### config.mk
export PLATFORM = sky130hd
export DESIGN_NAME = bitscan_encoder
export DESIGN_NICKNAME = d
export VERILOG_FILES = /design/src/rtl/bitscan_pkg.sv /design/src/rtl/bitscan_pick.sv /design/src/rtl/bitscan_encoder.sv
export SDC_FILE = /design/constraint.sdc
export NUM_CORES = 1
export LEC_CHECK = 0
export CORE_MARGIN = 2
export CORE_UTILIZATION = 45
export CTS_CLUSTER_SIZE = 14
export DETAILED_ROUTE_END_ITERATION = 6
export PLACE_DENSITY = 0.75
export SLEW_MARGIN = 20
export SYNTH_ARGS = -nofsm -noshare
export SYNTH_HDL_FRONTEND = slang
export SYNTH_SLANG_ARGS = --single-unit
### constraint.sdc
create_clock -name clk -period 1.7 [get_ports clk]
set_input_delay 0.34 -clock clk [delete_from_list [all_inputs] [get_ports clk]]
set_output_delay 0.34 -clock clk [all_outputs]
set_load 0.05 [all_outputs]
### src/rtl/bitscan_pkg.sv
// ============================================================================
// bitscan_pkg : shared types and helpers for the bit-scan encoder family
// Revision    : 1.0 - initial release
// ============================================================================
`default_nettype none

package bitscan_pkg;

  localparam int c_max_word_width = 256;

  typedef enum logic [1:0] {
    IDLE = 2'd0,
    SCAN = 2'd1,
    ZERO = 2'd2
  } bitscan_state_t;

  // OR-reduction encoder; callers zero-extend their word and cast the result.
  function automatic int onehot_to_index(input logic [c_max_word_width-1:0] onehot);
    int idx;
    idx = 0;
    for (int i = 0; i < c_max_word_width; i++) begin
      if (onehot[i]) idx = idx | i;
    end
    return idx;
  endfunction

endpackage

`default_nettype wire

### src/rtl/bitscan_pick.sv
// ============================================================================
// bitscan_pick : selects the lowest or highest set bit of a word
// Revision     : 1.0 - initial release
// ============================================================================
`default_nettype none

module bitscan_pick
  import bitscan_pkg::*;
#(
  parameter  int WORD_WIDTH  = 8,
  localparam int INDEX_WIDTH = $clog2(WORD_WIDTH)
) (
  input  logic [WORD_WIDTH-1:0]  pending,
  input  logic                   dir,
  output logic [WORD_WIDTH-1:0]  picked,
  output logic [INDEX_WIDTH-1:0] index,
  output logic                   single
);

  localparam logic [WORD_WIDTH-1:0] c_one = {{(WORD_WIDTH-1){1'b0}}, 1'b1};

  logic [WORD_WIDTH-1:0]       w_junior;
  logic [WORD_WIDTH-1:0]       w_rev;
  logic [WORD_WIDTH-1:0]       w_rev_pick;
  logic [WORD_WIDTH-1:0]       w_senior;
  logic [c_max_word_width-1:0] w_wide;

  // Senior pick is the junior pick applied to the bit-reversed word.
  genvar g;
  generate
    for (g = 0; g < WORD_WIDTH; g++) begin : g_mirror
      assign w_rev[g]    = pending[WORD_WIDTH-1-g];
      assign w_senior[g] = w_rev_pick[WORD_WIDTH-1-g];
    end
  endgenerate

  assign w_junior   = pending & (~pending + c_one);
  assign w_rev_pick = w_rev & (~w_rev + c_one);

  assign picked = dir ? w_senior : w_junior;
  assign w_wide = {{(c_max_word_width-WORD_WIDTH){1'b0}}, picked};
  assign index  = INDEX_WIDTH'(onehot_to_index(w_wide));
  assign single = (pending != '0) && ((pending & (pending - c_one)) == '0);

endmodule

`default_nettype wire

### src/rtl/bitscan_encoder.sv
// ============================================================================
// bitscan_encoder : streams the index of every set bit of an accepted word
// Revision        : 1.0 - initial release
// ============================================================================
`default_nettype none

module bitscan_encoder
  import bitscan_pkg::*;
#(
  parameter  int WORD_WIDTH  = 8,
  localparam int INDEX_WIDTH = $clog2(WORD_WIDTH)
) (
  input  logic                   clk,
  input  logic                   reset,
  input  logic                   in_valid,
  output logic                   in_ready,
  input  logic [WORD_WIDTH-1:0]  in_word,
  input  logic                   in_dir,
  output logic                   out_valid,
  input  logic                   out_ready,
  output logic [INDEX_WIDTH-1:0] out_index,
  output logic                   out_last,
  output logic                   out_empty
);

  bitscan_state_t          r_state;
  logic [WORD_WIDTH-1:0]   r_pending;
  logic                    r_dir;

  logic [WORD_WIDTH-1:0]   w_picked;
  logic [INDEX_WIDTH-1:0]  w_pick_index;
  logic                    w_single;
  logic                    w_beat;
  logic                    w_accept;

  bitscan_pick #(
    .WORD_WIDTH (WORD_WIDTH)
  ) u_pick (
    .pending (r_pending),
    .dir     (r_dir),
    .picked  (w_picked),
    .index   (w_pick_index),
    .single  (w_single)
  );

  // Outputs are decoded from registers only; reset forces every one low.
  always_comb begin
    out_valid = 1'b0;
    out_index = '0;
    out_last  = 1'b0;
    out_empty = 1'b0;
    if (!reset) begin
      case (r_state)
        SCAN: begin
          out_valid = 1'b1;
          out_index = w_pick_index;
          out_last  = w_single;
        end
        ZERO: begin
          out_valid = 1'b1;
          out_last  = 1'b1;
          out_empty = 1'b1;
        end
        default: ;
      endcase
    end
  end

  assign w_beat   = out_valid && out_ready;
  assign in_ready = !reset && ((r_state == IDLE) || (w_beat && out_last));
  assign w_accept = in_valid && in_ready;

  always_ff @(posedge clk) begin
    if (reset) begin
      r_state   <= IDLE;
      r_pending <= '0;
      r_dir     <= 1'b0;
    end else if (w_accept) begin
      r_dir <= in_dir;
      if (in_word != '0) begin
        r_pending <= in_word;
        r_state   <= SCAN;
      end else begin
        r_pending <= '0;
        r_state   <= ZERO;
      end
    end else if (w_beat) begin
      if (out_last) begin
        r_state   <= IDLE;
        r_pending <= '0;
      end else begin
        r_pending <= r_pending & ~w_picked;
      end
    end
  end

endmodule

`default_nettype wire

== Yosys cells after proc, flatten, opt, wreduce, memory -nomap -nowiden ==
Cells that the tools add are included.

* Flip-flop bits (word level): 11
* Word-level logic and storage cells: 54
* Input port bits: 13

* Add/sub/neg operators: 3
* Bitwise gates (word level): 7
* Mux-type cells: 24
* Equal/unequal tests: 2
* Reductions and logical operators: 15

{| class="wikitable"
|+ Operator list
! kind !! count
|-
| 8-bit two-way mux || 5
|-
| 8-bit AND || 4
|-
| 8-bit NOT || 3
|-
| 3-bit two-way mux || 6
|-
| 8-bit by 1-bit adder with 8-bit output (second input constant) || 2
|-
| 8-bit nonzero test || 2
|-
| 2-bit two-way mux || 6
|-
| 8-bit zero test || 1
|-
| 8-bit by 1-bit subtractor with 8-bit output (second input constant) || 1
|-
| 1-bit two-way mux || 6
|-
| 1-bit logical AND || 5
|-
| 2-bit nonzero test || 2
|-
| 2-bit by 1-bit equality test with 1-bit output (second input constant) || 1
|-
| 2-bit equality test (second input constant) || 1
|-
| 2-bit zero test || 1
|-
| 1-bit case mux with 2 select lines || 1
|-
| 2-bit AND reduction || 1
|-
| 2-bit OR reduction || 1
|-
| 1-bit zero test || 1
|-
| 1-bit logical OR || 1
|}

== Logic depth before layout (Yosys ltp) ==
* Depth after elaboration: 13
* Mapped depth: 9

== Cells and area by module ==
Synthesis repeated with hierarchy kept, for this count alone.

* Cells, all modules: 113
* Area total of the unflattened synthesis: 915.9 µm²

{| class="wikitable"
|+ Modules (own cells, without submodules)
! module !! sequential area each (µm²) !! area each (µm²) !! times used !! cells an instance
|-
| bitscan_encoder || 220.2 || 586.8 || 1 || 59
|-
| bitscan_pick || 0.0 || 329.1 || 1 || 54
|}

== Worst setup path before layout ==
Ideal clock, no wire load.

* Path kind: register to output
* Start: register r_state[0]
* End: output out_last
* Cell stages (with the launch flop): 5
* Setup slack: -0.688 ns
* Buffers on the path: 0
* Required time: 1.360 ns
* Arrival time: 2.048 ns
* Cell sequence: dfxtp_1 -> inv_1 -> ha_1 -> nor2b_1 -> o21a_1

* Longest elaborated chain between the ends: 3
* Elaborated cells on any way between the ends: 4
* Classes of those cells: eq/ne: 2; mux: 2

{| class="wikitable"
|+ RTL lines
! element !! line !! RTL
|-
| from (decl) || bitscan_encoder.sv:26 || <nowiki>bitscan_state_t r_state;</nowiki>
|-
| from (signal assigned) || bitscan_encoder.sv:75 || <nowiki>r_state <= IDLE;</nowiki>
|-
| from (signal assigned) || bitscan_encoder.sv:82 || <nowiki>r_state <= SCAN;</nowiki>
|-
| from (signal assigned) || bitscan_encoder.sv:85 || <nowiki>r_state <= ZERO;</nowiki>
|-
| 2-bit equality test / 2-bit by 1-bit equality test with 1-bit output (equally long branches) || bitscan_encoder.sv:53 || <nowiki>case (r_state)</nowiki>
|-
| 1-bit case mux with 2 select lines * || bitscan_encoder.sv:53 ||
|-
| 1-bit two-way mux * || bitscan_encoder.sv:52 || <nowiki>if (!reset) begin</nowiki>
|-
| to (decl) || bitscan_encoder.sv:22 || <nowiki>output logic out_last,</nowiki>
|}

Every way passes the cells marked *; elsewhere a longest branch is shown, timed or not.

== Worst setup path after layout ==
* Start: register r_pending[7]
* End: output in_ready

* Longest elaborated chain between the ends: 9
* Elaborated cells on any way between the ends: 10
* Classes of those cells: add/sub: 1; mux: 2; bitwise: 1; reduce/logical: 6

{| class="wikitable"
|+ RTL lines
! element !! line !! RTL
|-
| from (decl) || bitscan_encoder.sv:27 || <nowiki>logic [WORD_WIDTH-1:0] r_pending;</nowiki>
|-
| from (signal assigned) || bitscan_encoder.sv:81 || <nowiki>r_pending <= in_word;</nowiki>
|-
| from (signal assigned) || bitscan_encoder.sv:92 || <nowiki>r_pending <= r_pending & ~w_picked;</nowiki>
|-
| 8-bit by 1-bit subtractor with 8-bit output || bitscan_pick.sv:43 || <nowiki>assign single = (pending != '0) && ((pending & (pending - c_one)) == '0);</nowiki>
|-
| 8-bit AND || bitscan_pick.sv:43 ||
|-
| 8-bit zero test || bitscan_pick.sv:43 ||
|-
| 1-bit logical AND * || bitscan_pick.sv:43 ||
|-
| 1-bit case mux with 2 select lines * || bitscan_encoder.sv:53 ||
|-
| 1-bit two-way mux * || bitscan_encoder.sv:52 ||
|-
| 1-bit logical AND * || bitscan_encoder.sv:70 || <nowiki>assign in_ready = !reset && ((r_state == IDLE) || (w_beat && out_last));</nowiki>
|-
| 1-bit logical OR * || bitscan_encoder.sv:70 ||
|-
| 1-bit logical AND * || bitscan_encoder.sv:70 ||
|-
| to (decl) || bitscan_encoder.sv:16 || <nowiki>output logic in_ready,</nowiki>
|}

Marks and branches as above.

==> results by group <==
Min path
  – Worst Hold Depth: 1
  – Worst hold start: r_state[0]
  – Min-delay worst type: register to register

Timing
  – Period utilization: 136%
  – Final setup fails: 18
  – RSZ-0062 raised after global routing: yes
  – PnR worst setup slack: -618 ps
  – Final count of hold timing violations: 0
  – Clock skew: 9.53 ps
  – Post-layout min period: ~2300 ps
  – Worst-Margin Slew: 522 ps
  – Slew Limit Fails: 0
  – Worst slew margin: roughly two thirds
  – Fmax: 431 MHz
  – Setup_tns: -7380 ps

Status
  – Failing checks: setup timing
  – Status: finished, violations left

Floorplanning
  – Io pins: 20
  – Core box area: just under 2000 um2
  – Die area: 2470 um2
  – Die width: just under 50 um
  – Die Ht: 49.7 um
  – Initial Util: a little under half
  – Num rows: 16

Clocking
  – Num CTS Buffers: 3
  – Clock Latency Late Sink: around 310 ps
  – Longest Clk Path Bufs: 2
  – CTS tree: yes
  – Reg clk slew, reported paths: 80 ps
  – CTS sink count: 11
  – CTS hold repair buffers: 0
  – Root Buffer: clkbuf_4
  – Htree depth: 1

Yosys
  – YS warnings: 0
  – Ys async rst share: 0%
  – Predominant post-synthesis flop cell: dfxtp_1
  – Number of synthesized flops with an enable pin: 0
  – Top cell type's share of synthesized area: 23.5%
  – Sequential-to-total area share from yosys stat: a little under a quarter
  – Post-Syn Instances: around 110
  – Syn_nets: between 100 and 150
  – Syn Area/Cell: between 8 and 9 um2
  – Top post-synthesis cells by area: dfxtp_1 (23%), a32o_1 (8.5%), nor4_4 (4.5%)
  – Yosys cell types: 41
  – Count leader, synth: dfxtp_1
  – Yosys top cell by area: dfxtp_1
  – Number of synthesized register bits: 11
  – Synth cell count leaders: dfxtp_1 (11), nor2_1 (9), a32o_1 (8)
  – Synthesized cell area: around 940 um2

Global route
  – Initial antenna violation count: 0
  – Gr ovfl total: 0
  – GRT Resource Usage Total: 38.9%
  – Vias in the first global route: ~1,400
  – First-pass GRT wire length: between 7 and 8 mm
  – Largest net degree at the start of global routing: 12

Route
  – WL/cell: between 20 and 30 um
  – Routed WL: around 5.4 mm
  – First-pass DRT Iterations: 5
  – DR DRC count: 0
  – Routed via count: ~1,400
  – Post-route ant nets: 0
  – Vias per cell: between 6 and 7
  – First-iteration detailed-routing DRC count: between 100 and 150

Setup path
  – Reg-to-Reg Start: r_pending[7]
  – Crit path cell chain: nor4_4 -> buf_4 -> a221oi_2 -> nand2_2 -> nor2_4 -> o21ai_2 -> o21ai_4 -> buf_12
  – Crit path largest cell delay: between 400 and 500 ps
  – Crit end category: primary output
  – Reg2reg path depth: 10
  – WP data arrival: between 1500 and 2000 ps
  – Startpoint types: register
  – Worst reg-to-reg setup slack: -480 ps
  – CP max FO: 5
  – Worst Setup SP: r_pending[7]
  – Crit Path Class: register to primary output
  – Critical-path top delay cell: dfxtp_4
  – WP data required: 1360 ps

Cells and area
  – Fin util: about 94%
  – Share of cells above drive strength 1: about 62%
  – Area grow syn2layout: 96.8%
  – Nets: 198
  – # diodes: 0

Place
  – GPL Wtd Cong: 0.884
  – Detailed placement HPWL: roughly 2.7 mm
  – Pre-CTS WS: -375 ps
  – IO Port Bufs: 19

Power and ir drop
  – P_leak: 0.000748 uW
  – Power per cell area: around 680 nW/um2
  – Total Power: 1250 uW
  – Worst VDD drop: 0.571 mV

Job
  – Max cap viols: 0
[flip-flops by register name, indices dropped and copies added (netlist names)]
register,flops
r_state,2
r_pending,8
r_dir,1
[cells in the final DEF, fill, tap and decap left out, drive strengths merged, types with 4 or more instances in the layout]
cell            n
buf            62
clkdlybuf4s50  12
o21ai          12
dfxtp          11
nor2           10
a32o            8
nand3           7
inv             7
a21oi           7
nor4            5
nand2           5
clkbuf          4
[final cells by class]
cell class	instances	area (um2)
Multi-Input combinational cell	85	826
Timing Repair Buffer	74	692
Sequential cell	11	243
Fill cell	60	115
Tap cell	27	33.8
Clock buffer	4	26.3
Inverter	7	26.3
[layer usage]
metal	routed length (um)	track usage, %
met1	1890	44.9
met2	2480	67.8
met3	637	10.3
met4	386	15.3
met5	0	0
[through the flow]
stage	cell area, um2	hold slack (ps)	cells
floorplan	1020	412	111
global placement	1580	483	191
detailed placement	1580	508	191
CTS	1750	526	202
global route	1850	547	208
finish	1850	522	208
[final timing paths]
kind,to
max,in_ready
min,r_state[0]
max reg2reg,r_pending[0]
min reg2reg,r_state[0]
[where the power goes]
group / switching [uW] / internal, uW / leakage (uW)
registers: 41.8 / 279 / 0.0000955
logic: 362 / 360 / 0.000638
clock network: 118 / 91.8 / 0.0000150
total: 522 / 731 / 0.000748
[worst max-delay path: cells and delay by family (launching register included)]
| family | cells | cell delay, ps |
|---|---|---|
| compound gates | 3 | 550 |
| buf+inv | 2 | 310 |
| simple gates | 3 | 390 |
| flops | 1 | 420 |
[logic make-up (layout without fill, tap and decap cells)]
kind of cell | after synthesis | count (layout) | share of synthesized area (%)
compound gates | 40 | 41 | 34.4
simple gates | 38 | 38 | 26.4
buf+inv | 16 | 85 | 8.40
flops | 11 | 11 | 23.5
fa+ha+maj | 3 | 3 | 4.00
mux | 3 | 3 | 3.33
[repair_timing]
action	4_1_cts	5_1_grt
setup buffers	6	9
endpoints found under the setup margin	18	18
resized for setup	28	17
cloned	1	0
pin swaps	10	8
Note: power is estimated with default switching activity, not from simulation.
